--- config.mk ---
export PLATFORM = sky130hd
export DESIGN_NAME = palette_ram_arbiter
export DESIGN_NICKNAME = d
export VERILOG_FILES = /design/src/rtl/palette_ram_arbiter.sv
export SDC_FILE = /design/constraint.sdc
export NUM_CORES = 1
export LEC_CHECK = 0
export ABC_AREA = 1
export CAP_MARGIN = 15
export CELL_PAD_IN_SITES_DETAIL_PLACEMENT = 0
export CELL_PAD_IN_SITES_GLOBAL_PLACEMENT = 1
export CORE_UTILIZATION = 20
export CTS_CLUSTER_SIZE = 16
export DETAILED_ROUTE_END_ITERATION = 16
export GPL_ROUTABILITY_DRIVEN = 0
export PLACE_DENSITY = 0.91
export SLEW_MARGIN = 20
export SYNTH_ARGS = -nofsm -noshare
export SYNTH_HDL_FRONTEND = slang
export SYNTH_SLANG_ARGS = --single-unit
export TNS_END_PERCENT = 30
--- constraint.sdc ---
create_clock -name clock -period 2 [get_ports clock]
set_clock_uncertainty 0.15 [all_clocks]
set_input_delay 0.5 -clock clock [delete_from_list [all_inputs] [get_ports clock]]
set_output_delay 0.5 -clock clock [all_outputs]
set_load 0.05 [all_outputs]
--- src/rtl/palette_ram_arbiter.sv ---
// Round-robin arbiter for two requesters sharing RAM port A, with a hardware
// clear sequencer that zero-fills every word of the RAM on command.
module palette_ram_arbiter #(
  parameter int ADDR_WIDTH = 10,
  parameter int DATA_WIDTH = 16,
  parameter int MASK_WIDTH = DATA_WIDTH / 8
) (
  input  logic                  clock,
  input  logic                  reset,
  input  logic                  io_in0_rd,
  input  logic                  io_in0_wr,
  input  logic [ADDR_WIDTH-1:0] io_in0_addr,
  input  logic [MASK_WIDTH-1:0] io_in0_mask,
  input  logic [DATA_WIDTH-1:0] io_in0_din,
  output logic                  io_in0_waitReq,
  output logic                  io_in0_valid,
  output logic [DATA_WIDTH-1:0] io_in0_dout,
  input  logic                  io_in1_rd,
  input  logic                  io_in1_wr,
  input  logic [ADDR_WIDTH-1:0] io_in1_addr,
  input  logic [MASK_WIDTH-1:0] io_in1_mask,
  input  logic [DATA_WIDTH-1:0] io_in1_din,
  output logic                  io_in1_waitReq,
  output logic                  io_in1_valid,
  output logic [DATA_WIDTH-1:0] io_in1_dout,
  input  logic                  io_clear,
  output logic                  io_busy,
  output logic                  io_out_rd,
  output logic                  io_out_wr,
  output logic [ADDR_WIDTH-1:0] io_out_addr,
  output logic [MASK_WIDTH-1:0] io_out_mask,
  output logic [DATA_WIDTH-1:0] io_out_din,
  input  logic [DATA_WIDTH-1:0] io_out_dout
);

  typedef enum logic {IDLE, CLEAR} state_t;

  localparam logic [ADDR_WIDTH-1:0] LAST_ADDR = '1;
  localparam logic [ADDR_WIDTH-1:0] ONE       = {{(ADDR_WIDTH-1){1'b0}}, 1'b1};

  state_t                state_q, state_d;
  logic [ADDR_WIDTH-1:0] cnt_q, cnt_d;
  logic                  last_grant_q, last_grant_d;
  logic                  valid0_q, valid0_d;
  logic                  valid1_q, valid1_d;
  logic                  req0, req1, grant0, grant1, in_clear;

  // last_grant_q = 1 means in1 was served most recently, so in0 wins a tie.
  always_comb begin
    req0           = io_in0_rd | io_in0_wr;
    req1           = io_in1_rd | io_in1_wr;
    in_clear       = (state_q == CLEAR);
    io_in0_waitReq = reset | in_clear | (req1 & ~last_grant_q);
    io_in1_waitReq = reset | in_clear | (req0 & last_grant_q);
    grant0         = req0 & ~io_in0_waitReq;
    grant1         = req1 & ~io_in1_waitReq;

    io_out_rd   = 1'b0;
    io_out_wr   = 1'b0;
    io_out_addr = io_in0_addr;
    io_out_mask = io_in0_mask;
    io_out_din  = io_in0_din;
    if (in_clear) begin
      io_out_wr   = 1'b1;
      io_out_addr = cnt_q;
      io_out_mask = '1;
      io_out_din  = '0;
    end else if (grant1) begin
      io_out_rd   = io_in1_rd & ~io_in1_wr;
      io_out_wr   = io_in1_wr;
      io_out_addr = io_in1_addr;
      io_out_mask = io_in1_mask;
      io_out_din  = io_in1_din;
    end else if (grant0) begin
      io_out_rd   = io_in0_rd & ~io_in0_wr;
      io_out_wr   = io_in0_wr;
    end
  end

  always_comb begin
    state_d      = state_q;
    cnt_d        = cnt_q;
    last_grant_d = last_grant_q;
    valid0_d     = grant0 & io_in0_rd & ~io_in0_wr;
    valid1_d     = grant1 & io_in1_rd & ~io_in1_wr;
    if (grant0)      last_grant_d = 1'b0;
    else if (grant1) last_grant_d = 1'b1;

    case (state_q)
      IDLE: begin
        if (io_clear) begin
          state_d = CLEAR;
          cnt_d   = '0;
        end
      end
      CLEAR: begin
        // Compare before the increment so the counter never relies on wrap.
        if (cnt_q == LAST_ADDR) begin
          state_d = IDLE;
          cnt_d   = '0;
        end else begin
          cnt_d = cnt_q + ONE;
        end
      end
      default: state_d = IDLE;
    endcase
  end

  always_ff @(posedge clock or posedge reset) begin
    if (reset) begin
      state_q      <= IDLE;
      cnt_q        <= '0;
      last_grant_q <= 1'b1;
      valid0_q     <= 1'b0;
      valid1_q     <= 1'b0;
    end else begin
      state_q      <= state_d;
      cnt_q        <= cnt_d;
      last_grant_q <= last_grant_d;
      valid0_q     <= valid0_d;
      valid1_q     <= valid1_d;
    end
  end

  assign io_busy      = in_clear;
  assign io_in0_valid = valid0_q;
  assign io_in1_valid = valid1_q;
  assign io_in0_dout  = io_out_dout;
  assign io_in1_dout  = io_out_dout;

endmodule

---- Word level (Yosys, flattened, before mapping) ----
Cells that the tools add are included.
cells by class
  add/subtract/negate cells ............... 1
  $lt $le $gt $ge ......................... 0
  divide/modulo/power cells ............... 0
  equal/unequal tests ..................... 2
  bitwise gates (word level) .............. 21
  multipliers ............................. 0
  shift-type cells ........................ 0
  mux-type cells .......................... 20
  reductions and logical operators ........ 1
operator list
  kind                                           count
  2-to-1 mux 10 bit                              4
  2-to-1 mux 16 bit                              2
  one-hot mux 10 bit (2 select lines)            1
  adder 10 x 1 -> 10 bit, second input constant  1
  bitwise AND 1 bit                              10
  equality test 10 bit, second input constant    1
  2-to-1 mux 1 bit                               10
  inverter 1 bit                                 6
  OR 1 bit                                       5
  2-to-1 mux 2 bit                               2
  != test 2 bit, second input constant           1
  one-hot mux 1 bit (2 select lines)             1
  nonzero test 2 bit                             1
storage, ports and cells
  register bits after elaboration ......... 14
  bits in writable memories ............... 0
  latch bits .............................. 0
  output and inout port bits .............. 67
  ROM bits ................................ 0
  logic and storage cells ................. 50
  memories kept ........................... 0
  input port bits ......................... 79

---- Depth between registers and ports, before layout ----
  word-level depth ........................ 8
  gate-level depth with buffers ........... 8
  depth with buffers taken out ............ 8

---- Least setup slack after synthesis ----
No wires, ideal clock.
  kind .................................... register to output
  from .................................... register state_q, in the netlist io_busy
  to ...................................... output io_out_rd
  cell stages (with the launch flop) ...... 7
  data required time ...................... 1.350 ns
  setup slack ............................. -0.948 ns
  path buffers ............................ 2
  data arrival time ....................... 2.298 ns
  path through ............................ dfrtp_1 -> buf_4 -> nor2_8 -> buf_6 -> nand2_1 -> nor2_1 -> a21oi_1
between the ends
  elaborated cells between the ends (all ways) .. 10
  those cells by class .................... mux (3); bitwise (7)
RTL lines
  item                    line  text
  from (decl)             41    state_t state_q, state_d;
  from (signal assigned)  117   state_q <= state_d;
  OR 1 bit (2 in series)  54    io_in1_waitReq = reset | in_clear | (req0 & last_grant_q);
  net io_in1_waitReq      23    output logic io_in1_waitReq,
  inverter 1 bit          56    grant1 = req1 & ~io_in1_waitReq;
  bitwise AND 1 bit       56
  2-to-1 mux 1 bit        68    end else if (grant1) begin
  2-to-1 mux 1 bit        63    if (in_clear) begin
  to (decl)               28    output logic io_out_rd,
The timed path passes the listed nets, and every way through them passes these cells.

---- Worst setup path in the final report ----
  from .................................... register last_grant_q
  to ...................................... output io_out_din[15]
between the ends
  longest elaborated chain between the ends .. 6
RTL lines
  item                    line  text
  from (decl)             43    logic last_grant_q, last_grant_d;
  from (signal assigned)  119   last_grant_q <= last_grant_d;
  bitwise AND 1 bit       54
  OR 1 bit                54
  inverter 1 bit          56
  bitwise AND 1 bit       56
  2-to-1 mux 16 bit       68
  2-to-1 mux 16 bit       63
  to (decl)               32    output logic [DATA_WIDTH-1:0] io_out_din,
No other way between the ends.

==> results.txt <==
setup TNS = -7.63 ns
Nets = 453
post-synthesis average cell area = 6.23 sq um
placed cells = 456
Antenna Nets Post-Route = 0
count leader, synth = nand2_1
Yosys warnings = 0
final setup margin = -0.306 ns
detailed-route wire length per cell = 15.0 um
total power draw = 2.33 mW
Hold Vio Cnt, Final = 0
synth unique cells = 26
Comb power frac = 68.4%
Max H-tree Level = 1
Post-synth EDFFs = 0
worst slew pin tran = 0.456 ns
Tot GR Track Use = 15.1%
CTS tree = done
vias in the first global route = 2,256
most crowded layer after global routing = met2
hold_buf cts = 0
max cap viols = 0
cell mode on critical path = buf_6
clock root buffer = clkbuf_8
initial antenna violation count = 0
largest net degree at the start of global routing = 24
crit-path max FO = 7
Ports = 146
Net Sw Frac = 45.0%
Slew headroom = 69.5%
Clock Power Share = 11.9%
f_max = 434 MHz
RSZ-0062 raised after global routing = yes
Detailed Route WL = 7150 um
first-pass GRT wire length = 10,600 um
GRT met3 Usage = 3.35%
clock transition at the registers of the reported paths = 0.06 ns
Async SR Flop Fraction = 100%
Hold/Removal Path Class = primary input to asynchronous set/reset pin
GRT overflow = 0
post-detailed-placement half-perimeter wirelength = 4810 um
die area = 0.00907 sq mm
Avg Vias per Cell = 4.53
WS Path Type = flip-flop to output port
Pleak = 1.61 nW
First-pass DRT Iterations = 4
total CTS buffers = 3
Synth top area share = 18.7%
Top FF cell, synth = dfrtp_1
WP data required = 1.35 ns
Placed Area = 0.00310 sq mm
DR iter-0 viols = 64
fin cells = 477
area grow syn2layout = 108%
mapped cell area = 0.00174 sq mm
outcome = finished with violations
Worst Path Arrival = 1.66 ns
top post-synthesis cells by count = nand2_1, inv_1, buf_4
CP endpoint kind = output port
minimum clock period = 2.31 ns
sw power = 1.05 mW
Pwr Density = 645 mW/mm^2
#FFs+latches synth = 14
M1 GR Usage = 16.2%
CTS Buffer Depth = 2
CP Cell Sequence = o21ai_4 > nand3_4 > buf_6 > buf_12 > nand2_4 > a21oi_4 > buf_6
fillcell total = 795
post-route cell area = 0.00361 sq mm
register area share after synthesis = 20.2%
# clock sinks = 14
max incr delay on CP = 0.56 ns
core box area = 0.00830 sq mm
Clock Latency Late Sink = 0.25 ns
Mapped Cells = 279
largest area contributor in the netlist = dfrtp_1
violated checks = setup timing
drc violations = 0
FF/Latch Area = 353 sq um
Initial Utilization = 20.9%
Die W = 95.2 um
Synth area leaders = dfrtp_1, nand2_1, buf_4
register share of total power = 19.7%
Startpoint Class = flip-flop
met2 GRT Util = 29.2%
vias = 2,160
Final Util = 43.5%
syn nets = 359
Cell Rows = 33
IO buf count = 97
Die Y = 95.2 um
Antenna Cells = 0
P_int = 1.28 mW
Slew Viols, Final = 0
CP max stage cell = dfstp_2
VDD IR max = 0.000332 V
final critical-path share of the clock period = 115%
area of the multi-input gates = 0.00129 sq mm
final setup vio count = 31
layout cells sized above 1 = 39.8%
==> area by class of cell <==
cell class	count	share of cell area [%]
Timing Repair Buffer	138	45.3
Multi-Input combinational cell	179	35.9
Tap cell	105	3.64
Clock buffer	4	1.53
Inverter	37	3.85
Sequential cell	14	9.77
==> cells by family after synthesis <==
kind of cell | Yosys count | synth area share [%]
AO/OA/AOI/OAI | 31 | 9.86
flip-flops | 14 | 20.2
XOR/XNOR | 4 | 2.02
AND/OR/NAND/NOR | 143 | 38.8
adder cells (fa/ha/maj) | 1 | 0.720
buffers and inverters | 86 | 28.4
==> worst max-delay path, delay by kind of cell, from the launching register on <==
kind	cells	cell delay [ns]
compound gates	2	0.24
buf+inv	3	0.45
flops	1	0.56
simple gates	2	0.15
==> worst paths after layout <==
path	start	end	slack [ns]	cells past startpoint
max in group asynchronous	reset	io_busy$_DFF_PP0_	1.32	3
setup / recovery	last_grant_q$_DFFE_PP1P_	io_out_din[15]	-0.31	7
min in group clock	io_in1_wr	io_in1_valid$_DFF_PP0_	0.30	2
hold reg to reg	cnt_q[9]$_DFFE_PP0P_	cnt_q[9]$_DFFE_PP0P_	0.41	2
setup reg to reg	cnt_q[1]$_DFFE_PP0P_	cnt_q[5]$_DFFE_PP0P_	0.33	8
hold / removal	reset	io_in0_valid$_DFF_PP0_	0.05	2
==> cell usage in the layout (no fill, tap or decap), drive strengths merged <==
cell type,synthesis,final
nand2,83,83
buf,46,77
clkdlybuf4s50,0,57
inv,37,37
nand4,28,28
nand3,21,21
a21oi,20,20
dfrtp,13,13
nor2,9,9
o21ai,9,9
clkbuf,3,7
xor2,3,3
a21o,1,1
nor3,1,1
nand3b,1,1
xnor2,1,1
a21boi,1,1
ha,1,1
clkdlybuf4s15,0,1
dfstp,1,1
==> power by group through the flow <==
stage,Sequential [mW],Clock [mW],Combinational [mW]
6_report,0.458,0.278,1.59
5_1_grt,0.473,0.299,1.69
4_1_cts,0.453,0.287,1.58
3_5_place_dp,0.457,0,1.41
3_3_place_gp,0.453,0,1.39
2_1_floorplan,0.427,0,0.966
==> state kept, by name, summed over array words and instances, names as in the netlist <==
name	flops
io_in0_valid	1
cnt_q	10
io_in1_valid	1
io_busy	1
last_grant_q	1
==> layer usage <==
layer	part of all wire (%)	up-vias	wire length, um
met4	1.0	0	74
met3	7.4	9	526
li1	-	1056	-
met1	38	1027	2720
met5	0	-	0
met2	53	68	3820
==> stage by stage <==
step | hold slack, ns | worst slack, ns
3_5_place_dp | 0.396 | -0.650
2_1_floorplan | 0.238 | -0.280
3_3_place_gp | 0.384 | -0.608
6_report | 0.0504 | -0.306
4_1_cts | 0.0542 | -0.366
5_1_grt | 0.0513 | -0.349
==> timing repair <==
action / 4_1_cts / 5_1_grt
setup buffers: 14 / 1
pin swaps: 12 / 28
setup endpoints to repair: 32 / 32
gates resized for setup: 78 / 21
cloned: 3 / 3
Note: power is estimated with default switching activity, not from simulation.
